[src/rtl/vga_fetch_sched.sv]
// rtl/vga_fetch_sched.sv - frame-synchronised framebuffer burst fetch scheduler feeding the VGA pixel FIFO
// Optional double buffering selected by defining VGA_FETCH_DOUBLE_BUFFER_EN.
module vga_fetch_sched #(
  parameter int HDISP      = 800,
  parameter int VDISP      = 480,
  parameter int BURST_LEN  = 16,
  parameter int FIFO_DEPTH = 256,
  parameter int ADDR_W     = 32,
  parameter int BASE_ADDR  = 0,
  parameter int BUF_STRIDE = HDISP*VDISP*4
) (
  input  logic                            pixel_clk,
  input  logic                            pixel_rst,
  input  logic                            frame_start,
  input  logic [$clog2(FIFO_DEPTH+1)-1:0] fifo_level,
  output logic                            fifo_wr,
  output logic [31:0]                     fifo_wdata,
  output logic                            mem_req,
  output logic [ADDR_W-1:0]               mem_addr,
  input  logic                            mem_ack,
  input  logic                            mem_rvalid,
  input  logic [31:0]                     mem_rdata,
  output logic                            busy,
  output logic                            frame_done,
  output logic                            buf_sel
);
  localparam int NBURST = HDISP*VDISP/BURST_LEN;
  localparam int BCNT_W = $clog2(NBURST+1);
  localparam int BEAT_W = $clog2(BURST_LEN+1);
  localparam int LVL_W  = $clog2(FIFO_DEPTH+1);
  localparam logic [ADDR_W-1:0] BASE0       = ADDR_W'(BASE_ADDR);
  localparam logic [ADDR_W-1:0] BURST_BYTES = ADDR_W'(BURST_LEN*4);
  localparam logic [LVL_W-1:0]  LVL_MAX     = LVL_W'(FIFO_DEPTH-BURST_LEN);
  localparam logic [BCNT_W-1:0] LAST_BURST  = BCNT_W'(NBURST-1);
  localparam logic [BEAT_W-1:0] LAST_BEAT   = BEAT_W'(BURST_LEN-1);

  typedef enum logic [2:0] {IDLE, WAIT_SPACE, REQ, BURST, DONE} state_t;

  state_t              r_state;
  logic [BCNT_W-1:0]   r_burst;
  logic [BEAT_W-1:0]   r_beat;
  logic                r_pending;
  logic                r_fifo_wr;
  logic [31:0]         r_fifo_wdata;
  logic                r_mem_req;
  logic [ADDR_W-1:0]   r_mem_addr;
  logic                r_busy;
  logic                r_frame_done;

  logic                w_beat;
  logic                w_last_beat;
  logic                w_space;
  logic                w_restart;
  logic [ADDR_W-1:0]   w_next_base;

  assign w_beat      = (r_state == BURST) && mem_rvalid;
  assign w_last_beat = w_beat && (r_beat == LAST_BEAT);
  assign w_space     = (fifo_level <= LVL_MAX);

  // A frame_start seen mid-burst is deferred until the last beat lands.
  assign w_restart = (frame_start && ((r_state == IDLE) || (r_state == DONE) ||
                                      (r_state == WAIT_SPACE) || ((r_state == REQ) && !mem_ack)))
                   || (w_last_beat && (r_pending || frame_start));

`ifdef VGA_FETCH_DOUBLE_BUFFER_EN
  localparam logic [ADDR_W-1:0] BASE1 = ADDR_W'(BASE_ADDR + BUF_STRIDE);
  logic r_first;
  logic r_buf_sel;
  logic w_next_buf;

  // The first frame after reset always scans buffer 0; later restarts alternate.
  assign w_next_buf  = r_first ? 1'b0 : ~r_buf_sel;
  assign w_next_base = w_next_buf ? BASE1 : BASE0;
  assign buf_sel     = r_buf_sel;

  always_ff @(posedge pixel_clk) begin
    if (!pixel_rst) begin
      r_first   <= 1'b1;
      r_buf_sel <= 1'b0;
    end else if (w_restart) begin
      r_first   <= 1'b0;
      r_buf_sel <= w_next_buf;
    end
  end
`else
  assign w_next_base = BASE0;
  assign buf_sel     = 1'b0;
`endif

  always_ff @(posedge pixel_clk) begin
    if (!pixel_rst) begin
      r_state      <= IDLE;
      r_burst      <= '0;
      r_beat       <= '0;
      r_pending    <= 1'b0;
      r_fifo_wr    <= 1'b0;
      r_fifo_wdata <= '0;
      r_mem_req    <= 1'b0;
      r_mem_addr   <= BASE0;
      r_busy       <= 1'b0;
      r_frame_done <= 1'b0;
    end else begin
      r_fifo_wr <= w_beat;
      if (w_beat) r_fifo_wdata <= mem_rdata;
      if (w_restart) begin
        r_state      <= WAIT_SPACE;
        r_mem_addr   <= w_next_base;
        r_burst      <= '0;
        r_beat       <= '0;
        r_pending    <= 1'b0;
        r_mem_req    <= 1'b0;
        r_busy       <= 1'b1;
        r_frame_done <= 1'b0;
      end else begin
        case (r_state)
          WAIT_SPACE: if (w_space) begin
            r_state   <= REQ;
            r_mem_req <= 1'b1;
          end
          REQ: if (mem_ack) begin
            r_state   <= BURST;
            r_mem_req <= 1'b0;
            r_beat    <= '0;
            if (frame_start) r_pending <= 1'b1;
          end
          BURST: begin
            if (frame_start) r_pending <= 1'b1;
            if (w_beat) begin
              r_beat <= r_beat + 1'b1;
              if (w_last_beat) begin
                r_mem_addr <= r_mem_addr + BURST_BYTES;
                r_burst    <= r_burst + 1'b1;
                if (r_burst == LAST_BURST) begin
                  r_state      <= DONE;
                  r_frame_done <= 1'b1;
                  r_busy       <= 1'b0;
                end else begin
                  r_state <= WAIT_SPACE;
                end
              end
            end
          end
          default: ;
        endcase
      end
    end
  end

  assign fifo_wr    = r_fifo_wr;
  assign fifo_wdata = r_fifo_wdata;
  assign mem_req    = r_mem_req;
  assign mem_addr   = r_mem_addr;
  assign busy       = r_busy;
  assign frame_done = r_frame_done;
endmodule

[config.mk]
export PLATFORM = sky130hd
export DESIGN_NAME = vga_fetch_sched
export DESIGN_NICKNAME = d
export VERILOG_FILES = /design/src/rtl/vga_fetch_sched.sv
export SDC_FILE = /design/constraint.sdc
export NUM_CORES = 1
export LEC_CHECK = 0
export CORE_MARGIN = 2
export CORE_UTILIZATION = 51
export CTS_CLUSTER_SIZE = 14
export DETAILED_ROUTE_END_ITERATION = 7
export GPL_ROUTABILITY_DRIVEN = 0
export PLACE_DENSITY = 0.86
export SLEW_MARGIN = 15
export SYNTH_ARGS = -nofsm -noshare
export SYNTH_HDL_FRONTEND = slang
export SYNTH_SLANG_ARGS = --single-unit
export TNS_END_PERCENT = 50
[constraint.sdc]
create_clock -name pixel_clk -period 4.42 [get_ports pixel_clk]
set_clock_uncertainty 0.1 [all_clocks]
set_input_delay 0.884 -clock pixel_clk [delete_from_list [all_inputs] [get_ports pixel_clk]]
set_output_delay 0.884 -clock pixel_clk [all_outputs]
set_load 0.02 [all_outputs]
After elaboration in Yosys (flattened, before gate mapping):

Index checks and enable logic that the tools add are counted.

* flip-flop bits (word level): 92
* memory bits (writable): 0
* memory bits (read-only): 0
* memories: 0
* word-level logic and storage cells: 80
* bits in latches: 0

* $mul: 0
* eq/ne operators: 14
* reductions and logical operators: 29
* multiplexer cells: 21
* divide/modulo/power cells: 0
* add/sub/neg operators: 3
* shifts and indexed selects: 0
* magnitude comparators: 1
* bitwise gates (word level): 1

Operator list (number)
* 32-bit by 7-bit adder with 32-bit output (second input constant): 1
* 15-bit by 1-bit adder with 15-bit output (second input constant): 1
* 15-bit equality test (second input constant): 1
* 3-bit 2-to-1 mux: 5
* 3-bit != test (second input constant): 4
* 2-bit nonzero test: 6
* 1-bit 2-to-1 mux: 10
* 5-bit 2-to-1 mux: 2
* 5-bit one-hot mux with 2 select lines: 1
* 5-bit AND reduction: 2
* 9-bit by 8-bit <= comparator with 1-bit output (second input constant): 1
* 3-bit one-hot mux with 3 select lines: 1
* 3-bit AND reduction: 3
* 2-bit != test (second input constant): 4
* 4-bit AND reduction: 2
* 3-bit by 2-bit equality test with 1-bit output (second input constant): 2
* 5-bit by 1-bit adder with 5-bit output (second input constant): 1
* 5-bit by 4-bit equality test with 1-bit output (second input constant): 1
* 1-bit logical AND: 5
* 1-bit logical OR: 5
* 1-bit one-hot mux with 2 select lines: 2
* 4-bit nonzero test: 1
* 3-bit by 1-bit equality test with 1-bit output (second input constant): 1
* 3-bit equality test (second input constant): 1
* 6 further kinds: 6

Longest topological paths before layout:

Gate-level depths: netlist of run 1.

* word-level depth: 8
* depth in mapped cells: 9

Worst setup path before layout of run 1:

OpenSTA, ideal clock, no wires.

* kind: input -> register
* from: input port mem_rvalid
* to: register r_mem_addr[25] (netlist: mem_addr[25])
* arrival: 2199 ps
* setup time: 70 ps
* stages: 4
* buffers on the path: 0
* required time: 4250 ps
* path slack: 2050 ps
* path through: nand4b_4 -> or4_4 -> or4_1 -> a21oi_1

* longest elaborated chain between the ends: 5
* elaborated cells on any way between the ends: 6
* classes of those cells: 6 x reduce/logical

RTL lines
* from (decl): RTL line 21 `input logic mem_rvalid,`
* 1-bit logical AND *: RTL line 56 `assign w_beat = (r_state == BURST) && mem_rvalid;`
* 1-bit logical AND: RTL line 57 `assign w_last_beat = w_beat && (r_beat == LAST_BEAT);`
* 1-bit logical AND: RTL line 63 `|| (w_last_beat && (r_pending || frame_start));`
* 1-bit logical OR: RTL line 63
* 2-bit OR reduction (no line)
* to (signal assigned): RTL line 107 `r_mem_addr <= w_next_base;`
* to (signal assigned): RTL line 131 `r_mem_addr <= r_mem_addr + BURST_BYTES;`
* to (decl): RTL line 46 `logic [ADDR_W-1:0] r_mem_addr;`

Mark *: on every way between the ends. The rest lies on a longest branch, timed or not.
A chain may end at the register's enable or synchronous reset.

Worst setup path in the final report of run 1:

* from: register r_beat[0]
* to: register r_mem_addr[22] (netlist: mem_addr[22])

* longest elaborated chain between the ends: 5
* elaborated cells on any way between the ends: 6
* classes of those cells: 1 x eq/ne; 5 x reduce/logical

RTL lines
* from (decl): RTL line 41 `logic [BEAT_W-1:0] r_beat;`
* from (signal assigned): RTL line 129 `r_beat <= r_beat + 1'b1;`
* 5-bit by 4-bit equality test with 1-bit output *: RTL line 57
* 1-bit logical AND *: RTL line 57
* 1-bit logical AND: RTL line 63
* 1-bit logical OR: RTL line 63
* 2-bit OR reduction (no line)

Marks and branches as above.

==> results of run 1 <==
[report_power, final]
group	switching, uW	internal (uW)
clock network	290	263
registers	5.04	778
logic	37.0	50.3
[layout make-up]
class / count / area, sq um / share of cell area, %
clock buffers: 9 / 124 / 2.44
clock inverters: 7 / 73.8 / 1.45
inverters: 7 / 26.3 / 0.517
multi-input cells: 333 / 1910 / 37.6
flip-flops and latches: 86 / 1720 / 33.9
well taps: 99 / 124 / 2.44
repair buffers: 111 / 1100 / 21.7
[how the worst max path moves through the flow]
stage / endpoint / start / cells past startpoint / slack, ns
floorplan: mem_addr[25]$_SDFFE_PP0P_ / mem_rvalid / 4 / 2.05
global placement: mem_addr[22]$_SDFFE_PP0P_ / mem_rvalid / 5 / 1.32
detailed placement: mem_addr[22]$_SDFFE_PP0P_ / mem_rvalid / 5 / 1.24
CTS: mem_addr[28]$_SDFFE_PP0P_ / r_beat[0]$_SDFFE_PP0P_ / 7 / 1.53
global route: mem_addr[28]$_SDFFE_PP0P_ / r_beat[0]$_SDFFE_PP0P_ / 7 / 1.33
finish: mem_addr[22]$_SDFFE_PP0P_ / r_beat[0]$_SDFFE_PP0P_ / 7 / 1.51
[worst max-delay path, stage by stage, from the launching register on]
cell,delay (ns)
dfxtp_1,0.38
ha_1,0.19
and3_1,0.17
ha_1,0.44
nand3_1,0.23
or3_1,0.63
or4_1,0.58
a21oi_1,0.14
[cells by family (layout without fill, tap and decap cells)]
kind of cell | after synthesis | after routing | share of synthesized area [%]
flip-flops | 86 | 86 | 45.3
adder cells (fa/ha/maj) | 4 | 4 | 1.32
XOR/XNOR | 17 | 17 | 3.92
AND/OR/NAND/NOR | 207 | 207 | 27.9
other | 1 | 7 | 0.0987
buffers and inverters | 42 | 134 | 5.20
AO/OA/AOI/OAI | 98 | 98 | 16.3
[per-stage QoR]
stage          worst slack, ns  cell area, sq um  total power [uW]  hold WS [ns]
2_1_floorplan             2.05              3820               840         0.337
3_3_place_gp              1.32              4890               887         0.349
3_5_place_dp              1.24              4890               888         0.358
4_1_cts                   1.53              5080              1440         0.370
5_1_grt                   1.33              5080              1480         0.391
6_report                  1.51              5080              1420         0.366
[per-layer routing]
layer	part of all wire (%)	up-vias	global-route usage, %
li1	-	1775	-
met3	9.8	10	10.0
met2	46	117	37.8
met5	0	-	0
met4	1.4	0	8.08
met1	43	1681	26.4
[cell usage after synthesis, drive strengths merged, types with 2 or more instances]
library cell	count
o31ai	11
and3	3
a21boi	32
and4	2
or3	14
o21ai	15
nor3	9
or4	17
buf	14
inv	7
and4b	2
nand2	86
xor2	9
dfxtp	86
nand4	11
ha	4
nand3	20
clkbuf	21
nor2	24
xnor2	8
a21oi	33
nor4	6
and2	3
[sequential cells by signal, summed over array words and instances (netlist names), 3 cells and up]
name	cells
mem_addr	26
fifo_wdata	32
r_burst	15
r_state	3
r_beat	5
==> flow_summary.yaml, run 1 <==
floorplanning:
  core_area_sq_um: 7210
  die_y_um: 90.3
  fp.dieArea_sq_um: 8160
  ios: 115
  rows: 31
  die_w_um: 90.3
  start_util_pct: 52.7
sta:
  post-route-period-util_pct: 65.9
  finalSetupTns_ns: 0
  drv_slew: 0
  period_minus_slack_ns: 2.91
  timing.fmax_mhz: 343
  setup_violations: 0
  hold_viol_final: 0
  slew_headroom_pct: 49.8
  rsz0062_at_grt: "no"
  tightest_slew_ns: 0.743
grt:
  grt_max_degree: 48
  grt_pass1_wl_um: 15500
  grt-ovfl-total: 0
  grt_pass1_vias: 3449
  grt_use_total_pct: 22.9
  antenna_found_initial: 0
synthesis:
  syn_area_sq_um: 3800
  ys_warn_count: 0
  syn_avg_cell_area_sq_um: 8.35
  ys_types: 47
  ys_ff_latch: 86
  synth_seq_area_share_pct: 45.3
  synth.top_cell.area_share_pct: 45.3
  ys.flop_type: "dfxtp_1"
  ys_async_sr_fraction_pct: 0
  synth.area.top_cells: "dfxtp_1 (45%), nand2_1 (8.5%), a21boi_0 (6.3%), a21oi_1 (4.3%), or4_1 (3.0%)"
  synth_cells: 455
  synth_edf_count: 0
  synth_area_leader_cell: "dfxtp_1"
placed_design:
  hpwl_um: 6460
  post-place-cells: 636
  io_buffers: 107
drt:
  firstDrtPassIters: 4
  wl_per_cell_um: 14.1
  drt_iter0_markers: 232
  viasPerCell: 5.50
  drt.antenna.violating_nets: 0
  vias: 3583
  routed_wl_um: 9190
  drc_errors: 0
setup_path:
  worst_ep_required_time_ns: 4.61
  reg2reg_depth: 7
  cp.arrival_ns: 3.11
  path_max_fanout: 17
  worst-setup-path-type: "reg -> reg"
  end_kind: "flop"
  r2r-start: "r_beat[0]$_SDFFE_PP0P_"
  critPathLaunchType: "flop"
  rrSetupSlack_ns: 1.51
  r2r_end: "mem_addr[22]$_SDFFE_PP0P_"
cells_and_area:
  antenna_cells: 0
  fin_util_pct: 70.5
  fin_cells: 652
  layout_commonest_cell: "clkdlybuf4s50_1"
  synthToLayoutAreaGrowth_pct: 33.8
  final_cell_mix: "clkdlybuf4s50_1 (107), nand2_1 (86), dfxtp_1 (86)"
  drive_gt1_share_pct: 5.24
  fin_nets: 598
  fill_cells: 577
clocking:
  cts_resized: 0
  clk_path_buf_depth: 2
  cts_buffers: 9
  clock-sinks: 86
  cts_root_buffer: "clkbuf_8"
  clk_pin_slew_worst_paths_ns: 0.09
  cts_tree: "built"
  clkLatencyLatePin_ns: 0.36
  post_cts_buffers: 0
  cts.htree.levels: 3
  cts_hold_buffers: 0
worst_hold_path:
  min_to: "fifo_wdata[11]$_SDFFE_PN0P_"
  hp-start: "fifo_wdata[11]$_SDFFE_PN0P_"
  hold_path_class: "reg -> reg"
  hold_depth: 2
run:
  drv_cap: 0
run_status:
  status: "complete, no violations"
power_and_ir_drop:
  power_density_nw_per_um2: 280
  peakVddDrop_mv: 0.215
  leakagePower_uw: 0.00161
(Power assumes the default switching activity.)
==> run 2: changes to the inputs <==
Settings changed: CORE_UTILIZATION 51 to 42, PLACE_DENSITY 0.86 to 0.76.
Clock period 4.42 ns to 2.5 ns, I/O delays scaled along.
==> flow_summary.yaml, run 2 (same netlist as run 1, synthesis figures left out) <==
run_status:
  status: "complete, no violations"
clocking:
  cts_buffers: 9
  cts_tree: "built"
  cts.htree.levels: 3
  clk_pin_slew_worst_paths_ns: 0.08
  clk_path_buf_depth: 2
  cts_hold_buffers: 0
  cts_root_buffer: "clkbuf_8"
  clkLatencyLatePin_ns: 0.35
  clock-sinks: 86
cells_and_area:
  antenna_cells: 0
  final_cell_mix: "clkdlybuf4s50_1 (107), nand2_1 (86), dfxtp_1 (84)"
  fin_nets: 617
  synthToLayoutAreaGrowth_pct: 38.8
  drive_gt1_share_pct: 9.81
  layout_commonest_cell: "clkdlybuf4s50_1"
  largest_reg_flops: 32
  stdcell_area_sq_um: 5270
setup_path:
  worst_ep_required_time_ns: 2.68
  critPathLaunchType: "flop"
  rrSetupSlack_ns: 0.06
  path_cells: "ha_1 -> and3_1 -> ha_2 -> buf_4 -> nand3_1 -> or4_4 -> or4_1 -> a21oi_1"
  cp_slowest_stage_delay_ns: 0.52
  cp_slowest_cell: "or4_4"
  cp_num_buf_inv: 1
  path_delay_family: "simple AND/OR/NAND/NOR gates"
  cp.arrival_ns: 2.61
  end_kind: "flop"
  worst-setup-path-type: "reg -> reg"
  path_max_fanout: 7
grt:
  grt_pass1_vias: 3468
  grt_use_met1_pct: 23.4
  grt_busiest_layer: "met2"
  grt_use_total_pct: 19.7
  grt_max_degree: 42
  grt_use_met2_pct: 31.7
  grt-ovfl-total: 0
  antenna_found_initial: 0
  grt_pass1_wl_um: 15800
  use_met3_pct: 9.42
sta:
  slew_headroom_pct: 54.2
  drv_slew: 0
  post-route-period-util_pct: 97.4
  tightest_slew_ns: 0.680
  period_minus_slack_ns: 2.44
  setup_violations: 0
  timing.fmax_mhz: 411
  hold_viol_final: 0
drt:
  drt.antenna.violating_nets: 0
  vias: 3641
  wl_per_cell_um: 13.9
  routed_wl_um: 9460
  firstDrtPassIters: 4
  drt_iter0_markers: 77
  viasPerCell: 5.36
  drc_errors: 0
power_and_ir_drop:
  combPwrFrac_pct: 6.6
  p_sw_share_pct: 21.8
  power.total_uw: 2500
  power_frac_clock_pct: 38.2
  power.internal_uw: 1960
  power_density_nw_per_um2: 475
  leakagePower_uw: 0.00170
  peakVddDrop_mv: 0.226
  p_sw_uw: 547
  seq_power_share_pct: 55.2
placed_design:
  hpwl_um: 6840
  place_area_sq_um: 5050
  io_buffers: 107
worst_hold_path:
  hold_path_class: "reg -> reg"
floorplanning:
  fp.dieArea_sq_um: 9820
  ios: 115
  rows: 34
  start_util_pct: 43.4
  core_area_sq_um: 8760
  die_y_um: 99.1
  die_w_um: 99.1
run:
  drv_cap: 0
==> run 2: worst reg2reg max path, stage by stage, from the launching register on <==
cell and delay, ns:
dfxtp_2 0.36, ha_1 0.17, and3_1 0.18, ha_2 0.21
buf_4 0.16, nand3_1 0.11, or4_4 0.52, or4_1 0.41
a21oi_1 0.15
==> run 2: layer usage <==
layer  wire (um)  part of all wire [%]
met4         109                   1.2
met5           0                     0
met2        4380                    46
met3         927                   9.8
met1        4040                    43
==> run 2: timing repair <==
item                       in CTS  in global routing
pin swaps                       0                  1
resized for setup               2                  9
setup buffers                   0                  0
cloned                          0                  0
setup endpoints to repair       2                 14
==> run 2: path summary, 6_finish.rpt <==
kind | start | endpoint | depth (start not counted)
setup / recovery | r_beat[0]$_SDFFE_PP0P_ | r_burst[13]$_SDFFE_PP0P_ | 8
hold / removal | fifo_wdata[25]$_SDFFE_PN0P_ | fifo_wdata[25]$_SDFFE_PN0P_ | 2
setup reg to reg | r_beat[0]$_SDFFE_PP0P_ | r_burst[13]$_SDFFE_PP0P_ | 8
hold reg to reg | fifo_wdata[25]$_SDFFE_PN0P_ | fifo_wdata[25]$_SDFFE_PN0P_ | 2
==> run 2: metrics by stage <==
step | hold slack (ns) | TNS, ns | util (%) | setup slack (ns) | std cells
6_report | 0.365 | 0 | 60.2 | 0.0640 | 679
5_1_grt | 0.395 | -0.0651 | 60.2 | -0.0358 | 679
4_1_cts | 0.371 | 0 | 59.9 | 0.0104 | 679
3_5_place_dp | 0.358 | -1.89 | 57.6 | -0.162 | 664
3_3_place_gp | 0.349 | -0.586 | 57.6 | -0.0911 | 664
2_1_floorplan | 0.337 | 0 | - | 0.200 | 461
==> run 2: cell type report <==
type | count | area (sq um)
Tap cell | 108 | 135
Clock buffer | 12 | 145
Inverter | 7 | 26.3
Multi-Input combinational cell | 333 | 1940
Timing Repair Buffer | 130 | 1260
Sequential cell | 86 | 1720
Clock inverter | 3 | 45.0
Fill cell | 774 | 3490
==> run 2: power groups by stage <==
stage	clock, uW	combinational (uW)	sequential, uW
5_1_grt	1040	178	1380
2_1_floorplan	0	67.1	1420
3_5_place_dp	0	165	1410
6_report	957	166	1380
3_3_place_gp	0	163	1410
4_1_cts	981	166	1380
==> run 3: changes to the inputs <==
Settings changed: CORE_UTILIZATION 42 to 39, PLACE_DENSITY 0.76 to 0.78.
==> flow_summary.yaml, run 3 (same netlist as run 1, synthesis figures left out) <==
sta:
  hold_viol_final: 0
  tightest_slew_ns: 0.622
  timing.fmax_mhz: 420
  post-route-period-util_pct: 95.3
  slew_headroom_pct: 58.1
  period_minus_slack_ns: 2.38
  finalSetupTns_ns: 0
  rsz0062_at_grt: "no"
  setup_violations: 0
  drv_slew: 0
  timing.hold.ws_ns: 0.363
cells_and_area:
  fill_cells: 840
  final_cell_mix: "clkdlybuf4s50_1 (107), nand2_1 (86), dfxtp_1 (84)"
  drive_gt1_share_pct: 9.09
  fin_cells: 705
  largest_reg_flops: 32
  fin_nets: 617
  layout_commonest_cell: "clkdlybuf4s50_1"
  fin_util_pct: 55.4
  synthToLayoutAreaGrowth_pct: 39.9
  antenna_cells: 0
floorplanning:
  ios: 115
  die_y_um: 103
  fp.dieArea_sq_um: 10500
  rows: 36
  start_util_pct: 39.6
  core_area_sq_um: 9590
  die_w_um: 103
grt:
  grt_pass1_vias: 3417
  antenna_found_initial: 0
  grt_max_degree: 41
  grt_pass1_wl_um: 15400
  grt_use_total_pct: 18.4
  grt-ovfl-total: 0
drt:
  drt-met1-wl_um: 3940
  viasPerCell: 5.10
  wl_per_cell_um: 13.0
  top_layer: "met4"
  wl_met3_um: 815
  dr_wl_met2_um: 4210
  drt.antenna.violating_nets: 0
  vias: 3593
  drc_errors: 0
  drt_iter0_markers: 121
  firstDrtPassIters: 4
  routed_wl_um: 9150
power_and_ir_drop:
  power_density_nw_per_um2: 497
  leakagePower_uw: 0.00171
  peakVddDrop_mv: 0.430
clocking:
  post_cts_buffers: 0
  cts_resized: 0
  clock-sinks: 86
  clkLatencyLatePin_ns: 0.36
  cts_root_buffer: "clkbuf_8"
  cts_tree: "built"
  clk_pin_slew_worst_paths_ns: 0.08
  cts_buffers: 9
  cts.htree.levels: 3
  cts_hold_buffers: 0
  clk_path_buf_depth: 2
placed_design:
  io_buffers: 107
  post-place-cells: 689
  hpwl_um: 6550
setup_path:
  cp.arrival_ns: 2.58
  worst_ep_required_time_ns: 2.70
  cp_slowest_cell: "or4_4"
  worst-setup-path-type: "reg -> reg"
  cp_slowest_stage_delay_ns: 0.56
  end_kind: "flop"
  critPathLaunchType: "flop"
  path_cells: "ha_1 -> and3_1 -> ha_4 -> nand3_2 -> or4_4 -> or4_1 -> a21oi_1"
  path_max_fanout: 4
run_status:
  status: "complete, no violations"
worst_hold_path:
  hold_path_class: "reg -> reg"
run:
  drv_cap: 0
## run 3: cell types whose count changed in the layout (fill, tap and decap cells not counted), moves of 2 or more
cell / previous run / this run
clkinvlp_4: 2 / 0
a21oi_2: 5 / 0
a21oi_1: 28 / 33
inv_6: 0 / 2
## run 3: worst max-delay path: cells and delay by family (launching register included)
family / cells / cell delay, ns
adder cells (fa/ha/maj): 2 / 0.33
AO/OA/AOI/OAI: 1 / 0.15
AND/OR/NAND/NOR: 4 / 1.39
flip-flops: 1 / 0.35
## run 3: path summary, 6_finish.rpt
path	from	endpoint	slack [ns]	cells past startpoint
min reg2reg	fifo_wdata[23]$_SDFFE_PN0P_	fifo_wdata[23]$_SDFFE_PN0P_	0.36	2
max reg2reg	r_beat[0]$_SDFFE_PP0P_	mem_addr[27]$_SDFFE_PP0P_	0.12	7
min	fifo_wdata[23]$_SDFFE_PN0P_	fifo_wdata[23]$_SDFFE_PN0P_	0.36	2
max	r_beat[0]$_SDFFE_PP0P_	mem_addr[27]$_SDFFE_PP0P_	0.12	7
## run 3: per-layer routing
layer	track usage, %	up-vias
met1	22.3	1656
met2	28.6	111
li1	-	1809
met4	7.28	0
met5	0	-
met3	8.14	17
## run 3: layout make-up
class / count / area, sq um / share of cell area [%]
well taps: 133 / 166 / 3.13
clock buffers: 12 / 145 / 2.73
multi-input cells: 333 / 1930 / 36.4
flip-flops and latches: 86 / 1720 / 32.4
inverters: 7 / 26.3 / 0.494
repair buffers: 130 / 1240 / 23.4
clock inverters: 4 / 77.6 / 1.46
## run 3: per-stage QoR
step	setup WS (ns)	total power, uW	instance area [sq um]
after floorplan	0.200	1480	3820
after global placement	-0.0854	1570	5060
after detailed placement	-0.119	1570	5060
after CTS	0.0325	2670	5290
after global routing	0.0190	2750	5320
final	0.118	2640	5320
## run 3: power breakdown
group	total, uW	switching [uW]	internal, uW
Clock	1100	504	599
Sequential	1380	8.50	1380
Combinational	155	63.9	91.3
==> variant, RTL diff (settings of run 2) <==
Set the parameter `FIFO_DEPTH` to 512 (it was 256).
--- a/src/rtl/vga_fetch_sched.sv
+++ b/src/rtl/vga_fetch_sched.sv
@@ -5,5 +5,5 @@
   parameter int VDISP      = 480,
   parameter int BURST_LEN  = 16,
-  parameter int FIFO_DEPTH = 256,
+  parameter int FIFO_DEPTH = 512,
   parameter int ADDR_W     = 32,
   parameter int BASE_ADDR  = 0,
Interface: changed (resized fifo_level); port bits go from 115 to 116. No check against the original RTL was run, so the function may have changed too.
==> variant against run 2 <==
Fmax increased by 2.3%. Worst setup slack improved by 56 ps. Sequential cell count unchanged. Via count decreased by 8.8%. Synthesized area decreased by 0.69%. Design area decreased by 1.8%. First-iteration DRC count increased by 23%. Power increased by 10%. Clock power increased by 26%. Non-clock buffer count decreased by 12. Critical endpoint is now r_beat[2]$_SDFFE_PP0P_. Wire length decreased by 7.7%. Cell count decreased by 2.8%.
==> variant: results (changes against run 2) <==
The largest buffer count on any clock path is 2 (unchanged). The instance area at placement came out at 0.004906 mm2 (-2.8%). The stage delay of the slowest cell on the critical path is 390 ps (-130 ps). The number of H-tree levels came out at 3 (unchanged). The met1 usage in global routing came out at 0.2160 (-0.01800). The worst hold path class is register to register.

The startpoint of the most critical hold path is fifo_wdata[7]$_SDFFE_PN0P_. By area the synthesized netlist is led by dfxtp_1, nand2_1, a21boi_0. The global-route wire length before repair is 14,880 um (-6.0%). The flip-flop count of the largest register after layout came out at 32 (unchanged). The later pin in the worst-skew pair is clocked with a latency of 340 ps. The total wire length after detailed routing came out at 8731 um (-7.7%).

The overall routing resource usage came to 0.1856 (-0.01152). The maximum VDD drop came out at 332.8 uV (+48%). The count of synthesis-stage warnings from yosys is 0 (unchanged).

The worst-path cell with the longest stage delay is dfxtp_1. The total iterations of the first detailed-routing run came out at 4 (unchanged). The maximum number of pins on one net before global-route repair is 42 (unchanged). The via count of the first global-routing pass is 3,267 (-5.8%). The flip-flop cell with the highest count after synthesis is dfxtp_1. The number of DRC markers after the initial detailed-route iteration is 95 (+23%). The port buffer count is 108 (+0.93%). The leakage power total is 1.698 nW (+0.14%). Broken down by cell family, the worst path's largest delay share belongs to simple AND/OR/NAND/NOR gates.

The footprint of the flip-flops and latches came out at 0.001722 mm2 (-0.14%). The pre-CTS setup slack came out at 54.24 ps (+216.0 ps). The number of inserted filler cells in the final layout came out at 777 (+0.39%). The worst-margin pin slew is 733.0 ps (+52.84 ps). The antenna diode instance count is 0 (unchanged).

The number of antenna violations at the first check in global routing is 0 (unchanged). By count the netlist is led by nand2_1, dfxtp_1, nor2_1, a21boi_0, xnor2_1. The internal power component came out at 2.210 mW (+13%).

The data arrival time of the critical path came out at 2510 ps (-100 ps). The detailed-route vias per instance came out at 5.032 (-6.2%). The minimum clock period after layout is 2380 ps (-55.67 ps). The met3 global-route usage came out at 0.07021 (-0.02395).

The final net count came to 599 (-2.9%). The number of resized instances in the post-cts repair step came out at 0 (-2). The number of post-CTS setup repair buffers is 0 (unchanged). The launching instance or port of the critical path is r_beat[0]$_SDFFE_PP0P_. The flow ran to the end, and the final reports show no timing, DRC or antenna violations.

The detailed placement HPWL came to 6280 um (-8.2%). The register area share after synthesis came out at 0.4562 (+0.003155). The highest net fanout along the worst path came out at 41 (+34). The met2 global-route usage came out at 0.3093 (-0.007796). The number of distinct standard cells referenced by the synthesized netlist was 40 (-15%). The share of final-layout standard cells stronger than drive strength 1 came out at 0.06522 (-0.03286).
==> variant: path summary, 6_finish.rpt <==
path                                                    to  slack (ps)  cells past startpoint
worst max-delay path                r_beat[2]$_SDFFE_PP0P_         120                      8
worst min-delay path            fifo_wdata[7]$_SDFFE_PN0P_         360                      2
worst max register to register      r_beat[2]$_SDFFE_PP0P_         120                      8
worst min register to register  fifo_wdata[7]$_SDFFE_PN0P_         360                      2
==> variant: logic make-up (layout without fill, tap and decap cells) <==
| family | count (synthesis) | in the layout | synth area share |
|---|---|---|---|
| and+or+nand+nor | 225 | 225 | 0.2825 |
| DFF | 86 | 86 | 0.4562 |
| AOI/OAI and AO/OA | 50 | 50 | 0.09449 |
| xor gates and xnor gates | 41 | 41 | 0.09516 |
| buffers and inverters | 35 | 139 | 0.05736 |
| adders and majority gates | 4 | 4 | 0.01326 |
| other | 1 | 7 | 0.0009937 |
==> variant: cell type report <==
class,count,share of cell area
sequential,86,0.3326
multi-input combinational,327,0.3619
inverter,6,0.004351
clock inverter,3,0.01740
clock buffer,12,0.03191
tap,108,0.02611
timing repair buffer,118,0.2258
==> variant: per-layer routing <==
metal  vias up  part of all wire  wire length (um)
met5         -                 0                 0
met4         0            0.0089                78
met3         6             0.079               687
met2        99              0.49              4242
met1      1543              0.43              3722
li1       1673                 -                 -
==> variant: worst min-delay path, cell delays in order, from the launching register on <==
cell and delay (ps):
dfxtp_1 310, nand2_1 40, a21boi_0 60
==> variant: metrics by stage <==
step                instances  power [mW]
CTS                       660       2.784
global route              660       2.859
finish                    660       2.756
global placement          645       1.573
detailed placement        645       1.575
floorplan                 448       1.494
==> variant: power by group through the flow <==
stage	Clock (mW)	Combinational, mW	Sequential (mW)
CTS	1.24	0.160	1.38
global route	1.30	0.171	1.39
global placement	0	0.157	1.42
floorplan	0	0.0776	1.42
finish	1.21	0.159	1.38
detailed placement	0	0.159	1.42
